File: src/rtl/sync_pkg.sv
// ---------------------------------------------------------------------------
// sync_pkg
// Shared types and constants for the multi-channel input synchronizer.
//   evt_mode_e      : selects which per-channel condition sets the sticky
//                     event flag (rising edge, falling edge, either edge,
//                     or synchronized level high).
//   SYNC_MIN_STAGES : fewest flops allowed in a synchronizer chain.
// ---------------------------------------------------------------------------
package sync_pkg;

    typedef enum logic [1:0] {
        EVT_RISE,
        EVT_FALL,
        EVT_BOTH,
        EVT_LEVEL
    } evt_mode_e;

    localparam int SYNC_MIN_STAGES = 2;

endpackage

File: src/rtl/sync_filt_ch.sv
// ---------------------------------------------------------------------------
// sync_filt_ch
// One channel of the input synchronizer: a STAGES-deep flop chain, an
// optional debounce filter and registered rise/fall pulses.
// Ports:
//   clk      in   clock, all flops on posedge
//   rst      in   synchronous active-high reset
//   sig_in   in   asynchronous level input
//   sig_out  out  synchronized (and filtered) level
//   rise     out  one-cycle pulse in the first cycle sig_out is 1 after 0
//   fall     out  one-cycle pulse in the first cycle sig_out is 0 after 1
// ---------------------------------------------------------------------------
module sync_filt_ch
    import sync_pkg::*;
#(
    parameter int   STAGES  = 2,
    parameter int   FILTER  = 0,
    parameter logic RST_VAL = 1'b0
) (
    input  logic clk,
    input  logic rst,
    input  logic sig_in,
    output logic sig_out,
    output logic rise,
    output logic fall
);

    // A chain shorter than the minimum is not a synchronizer at all.
    generate
        if (STAGES < SYNC_MIN_STAGES) begin : g_bad_stages
            $error("sync_filt_ch: STAGES must be at least 2");
        end
    endgenerate

    (* ASYNC_REG = "TRUE", dont_touch = "true" *) logic [STAGES-1:0] chain_q;
    logic [STAGES-1:0] chain_d;
    logic              syn;
    logic              out_nxt;
    logic              rise_q, rise_d;
    logic              fall_q, fall_d;

    always_comb begin
        chain_d = {chain_q[STAGES-2:0], sig_in};
    end

    always_ff @(posedge clk) begin
        if (rst) begin
            chain_q <= {STAGES{RST_VAL}};
        end else begin
            chain_q <= chain_d;
        end
    end

    assign syn = chain_q[STAGES-1];

    generate
        if (FILTER == 0) begin : g_nofilt
            // Without a filter the last chain stage is the output, and the
            // stage feeding it is the output's next state.
            assign sig_out = syn;
            assign out_nxt = chain_d[STAGES-1];
        end else begin : g_filt
            localparam int             CW       = $clog2(FILTER + 1);
            localparam logic [CW-1:0]  CNT_LAST = CW'(FILTER - 1);

            logic [CW-1:0] cnt_q, cnt_d;
            logic          filt_q, filt_d;

            // The output only follows syn once syn has disagreed with it for
            // FILTER consecutive cycles; any agreement restarts the count.
            always_comb begin
                cnt_d  = '0;
                filt_d = filt_q;
                if (syn != filt_q) begin
                    if (cnt_q == CNT_LAST) begin
                        filt_d = ~filt_q;
                    end else begin
                        cnt_d = cnt_q + CW'(1);
                    end
                end
            end

            always_ff @(posedge clk) begin
                if (rst) begin
                    cnt_q  <= '0;
                    filt_q <= RST_VAL;
                end else begin
                    cnt_q  <= cnt_d;
                    filt_q <= filt_d;
                end
            end

            assign sig_out = filt_q;
            assign out_nxt = filt_d;
        end
    endgenerate

    // Pulses are computed from the output's next state so they line up with
    // the first cycle of the new level rather than trailing it.
    always_comb begin
        rise_d = out_nxt & ~sig_out;
        fall_d = ~out_nxt & sig_out;
    end

    always_ff @(posedge clk) begin
        if (rst) begin
            rise_q <= 1'b0;
            fall_q <= 1'b0;
        end else begin
            rise_q <= rise_d;
            fall_q <= fall_d;
        end
    end

    assign rise = rise_q;
    assign fall = fall_q;

endmodule

File: src/rtl/sync_ndff_evt.sv
// ---------------------------------------------------------------------------
// sync_ndff_evt
// Multi-channel synchronizer for asynchronous level inputs with sticky
// event flags and a single masked interrupt.
// Ports:
//   clk      in   clock, all flops on posedge
//   rst      in   synchronous active-high reset
//   sig_in   in   [WIDTH] asynchronous level inputs
//   sig_out  out  [WIDTH] synchronized (and filtered) levels
//   rise     out  [WIDTH] one-cycle rising-edge pulses
//   fall     out  [WIDTH] one-cycle falling-edge pulses
//   evt      out  [WIDTH] sticky event flags
//   evt_clr  in   [WIDTH] per-bit clear of evt
//   evt_en   in   [WIDTH] per-bit interrupt enable
//   irq      out  registered OR of enabled event flags
// ---------------------------------------------------------------------------
module sync_ndff_evt
    import sync_pkg::*;
#(
    parameter int        WIDTH    = 4,
    parameter int        STAGES   = 2,
    parameter int        FILTER   = 0,
    parameter logic      RST_VAL  = 1'b0,
    parameter evt_mode_e EVT_MODE = EVT_RISE
) (
    input  logic             clk,
    input  logic             rst,
    input  logic [WIDTH-1:0] sig_in,
    output logic [WIDTH-1:0] sig_out,
    output logic [WIDTH-1:0] rise,
    output logic [WIDTH-1:0] fall,
    output logic [WIDTH-1:0] evt,
    input  logic [WIDTH-1:0] evt_clr,
    input  logic [WIDTH-1:0] evt_en,
    output logic             irq
);

    logic [WIDTH-1:0] evt_src;
    logic [WIDTH-1:0] evt_q, evt_d;
    logic             irq_q, irq_d;

    generate
        for (genvar i = 0; i < WIDTH; i++) begin : g_ch
            sync_filt_ch #(
                .STAGES  (STAGES),
                .FILTER  (FILTER),
                .RST_VAL (RST_VAL)
            ) u_ch (
                .clk     (clk),
                .rst     (rst),
                .sig_in  (sig_in[i]),
                .sig_out (sig_out[i]),
                .rise    (rise[i]),
                .fall    (fall[i])
            );
        end
    endgenerate

    always_comb begin
        evt_src = '0;
        case (EVT_MODE)
            EVT_RISE:  evt_src = rise;
            EVT_FALL:  evt_src = fall;
            EVT_BOTH:  evt_src = rise | fall;
            EVT_LEVEL: evt_src = sig_out;
            default:   evt_src = '0;
        endcase
    end

    // A new event in the same cycle as a clear keeps the flag set, so an
    // event arriving while software acknowledges the previous one is not lost.
    always_comb begin
        evt_d = evt_src | (evt_q & ~evt_clr);
        irq_d = |(evt_q & evt_en);
    end

    always_ff @(posedge clk) begin
        if (rst) begin
            evt_q <= '0;
            irq_q <= 1'b0;
        end else begin
            evt_q <= evt_d;
            irq_q <= irq_d;
        end
    end

    assign evt = evt_q;
    assign irq = irq_q;

endmodule

File: config.mk
export PLATFORM = sky130hd
export DESIGN_NAME = sync_ndff_evt
export DESIGN_NICKNAME = d
export VERILOG_FILES = /design/src/rtl/sync_pkg.sv /design/src/rtl/sync_filt_ch.sv /design/src/rtl/sync_ndff_evt.sv
export SDC_FILE = /design/constraint.sdc
export NUM_CORES = 1
export LEC_CHECK = 0
export CAP_MARGIN = 15
export CORE_MARGIN = 8
export CORE_UTILIZATION = 36
export DETAILED_ROUTE_END_ITERATION = 8
export PLACE_DENSITY = 0.69
export SLEW_MARGIN = 0
export SYNTH_ARGS = -nofsm -noshare
export SYNTH_HDL_FRONTEND = slang
export SYNTH_SLANG_ARGS = --single-unit
File: constraint.sdc
create_clock -name clk -period 0.8 [get_ports clk]
set_clock_uncertainty 0.1 [all_clocks]
set_input_delay 0.08 -clock clk [delete_from_list [all_inputs] [get_ports clk]]
set_output_delay 0.08 -clock clk [all_outputs]
set_load 0.02 [all_outputs]
==> reports/metrics.cfg <==
[outcome]
status = complete, but fails checks
violations = negative setup slack

[place]
port_buffers = 30
place.gp.congestion = 0.690
placedInstanceArea_um2 = 1060
post-place-ws_ns = -0.388

[sta]
min_period_ns = 0.946
fin_crit_sh_pct = 118
relSlewSlack_pct = 88.1
whs_ns = 0.209
fin_setup_tns_ns = -2.44
slew_viol_final = 0
final-hold-violation-count = 0
worst_slew_pin_slew_ns = 0.179
rsz0062_at_grt = true
finalSetupViolations = 21
fmax_mhz = 1060
worst_slack_ns = -0.146

[worst_setup_path]
crit_path_max_incr_delay_ns = 0.36
cp.required_ns = 0.62
cp_cell_sequence = buf_6
r2r_cells = 3
slowest_stage = dfxtp_2
startpoint_type = flop
arrival_ns = 0.77
r2r-start = evt[2]
path_max_fanout = 2
critPathKind = reg2out
crit_family = flip-flops
path_buf_inv = 1
r2r-end = irq
regToRegSetupSlack_ns = -0.11
end_kind = output port

[routing]
ant_nets = 0
finalWirelength_um = 1550
drt-pass1-iter-count = 3
drtIter0Drc = 6
wl_per_cell_um = 12.3
vias = 522
drc = 0
viasPerCell = 4.14

[worst_hold_path]
holdPathEnd = g_ch[3].u_ch.fall
min_path_type = in2reg
hold_depth = 3
hold_path_startpoint = rst

[synthesis]
synth-seq-area-share_pct = 56.5
yosysMostFrequentCell = dfxtp_1
synthDistinctLibCells = 11
synth_common_cells = 21 x dfxtp_1, 12 x buf_4, 5 x a21oi_1, 5 x nor2b_1
synthTopCellsByArea = dfxtp_1 56%, buf_4 12%, nor3b_2 6.7%
ys_warn_count = 0
ys_seq_elements = 21
synthCells = 65
async_flop_share_pct = 0
synth_flop_cell = dfxtp_1
syn_area_um2 = 744
yosysTopAreaCell = dfxtp_1
synth-edff-count = 0
synth_top_area_share_pct = 56.5
synth_area_per_cell_um2 = 11.5
synthesis.nets = 79

[die]
rows = 16
core_area_um2 = 1960
die_w_um = 61.5
initial_core_util_pct = 37.9
die_area_um2 = 3780
ioPinCount = 31
die_y_um = 61.5

[global_routing]
first_global_vias = 546
grt_pass1_wl_um = 2380
grtUsageTotal_pct = 8.70
antenna_found_initial = 0
grt_overflow = 0
grt_max_degree = 12

[cts]
cts_root_buf = clkbuf_4
htreeDepth = 1
clk_path_buf_depth = 2
clkTransAtPathRegs_ns = 0.11
cts_hold_buf = 0
cts_sinks = 21
clkLatencyLatePin_ns = 0.29
cts_tree = yes
numCtsBuffers = 3

[layout]
nNetsFinal = 114
syn2layout_area_growth_pct = 65.4
fin_area_um2 = 1230
drive_gt1_share_pct = 72.7
n_antenna_cell = 0

[power]
cellLeakagePower_nw = 0.516
power.total_mw = 1.91
peakVddDrop_mv = 0.905
pwr_density_cell_nw_per_um2 = 1550

[run]
cap_violations = 0

[how the worst max path moves through the flow]
stage | start | endpoint | slack [ns] | depth (start not counted)
2_1_floorplan | evt[2] | irq | 0.003 | 2
3_3_place_gp | rst | g_ch[2].u_ch.rise | -0.37 | 4
3_5_place_dp | rst | g_ch[2].u_ch.rise | -0.39 | 4
4_1_cts | evt[1] | evt[1] | -0.16 | 1
5_1_grt | evt[2] | evt[2] | -0.19 | 1
6_report | evt[0] | evt[0] | -0.15 | 1
[worst reg2reg max path: cells and delay by family, from the launching register on]
kind                   cells  cell delay [ns]
AOI/OAI and AO/OA          2             0.23
buffers and inverters      1             0.13
DFF                        1             0.34
[cell usage in the layout, fill, tap and decap left out, drive strengths merged]
cell type and n:
dlygate4sd2 1, a22oi 2, inv 4, buf 30, dfxtp 21, clkbuf 4
a21oi 5, nor2b 9, clkdlybuf4s50 12, and2b 3, nand2b 4, nor3b 4
[cells by family (layout without fill, tap and decap cells)]
kind of cell | Yosys count | in the layout | share of synthesized area (%)
AO/OA/AOI/OAI | 7 | 7 | 5.38
buffers and inverters | 17 | 51 | 15.6
flip-flops | 21 | 21 | 56.5
AND/OR/NAND/NOR | 20 | 20 | 22.5
[layout make-up]
cell class              count  area, µm²
well taps                  27       33.8
flip-flops and latches     21        444
repair buffers             43        442
inverters                   4       15.0
clock buffers               4       26.3
fillers                   175        731
multi-input cells          27        270
[sequential cells by signal (all words and copies together), names as in the netlist]
register / cells
evt: 4
irq: 1
g_ch.u_ch.chain_q: 8
g_ch.u_ch.fall: 4
g_ch.u_ch.rise: 4
[report_power, final]
part	internal, mW	switching (mW)	total [mW]	leakage [nW]
registers	1.09	0.0276	1.12	0.180
logic	0.195	0.112	0.307	0.321
clock network	0.194	0.283	0.477	0.0150
[metrics by stage]
stage               utilization [%]  std cells
finish                         62.8        126
global placement               54.3        120
global route                   62.8        126
CTS                            59.6        126
floorplan                         -         65
detailed placement             54.3        120
[metal layers]
metal	track usage (%)	part of all wire, %	up-vias	routed length, µm
li1	-	-	261	-
met1	9.45	42	236	647
met2	14.2	47	23	720
met3	2.71	11	2	166
met4	5.84	0.84	0	13
met5	0	0	-	0
[timing repair]
| action | CTS | global route |
|---|---|---|
| pin swaps | 5 | 1 |
| endpoints found under the setup margin | 24 | 29 |
| setup buffers | 1 | 2 |
| gates resized for setup | 122 | 16 |
| gates cloned | 1 | 0 |
Power figures use the tool's default switching activity.
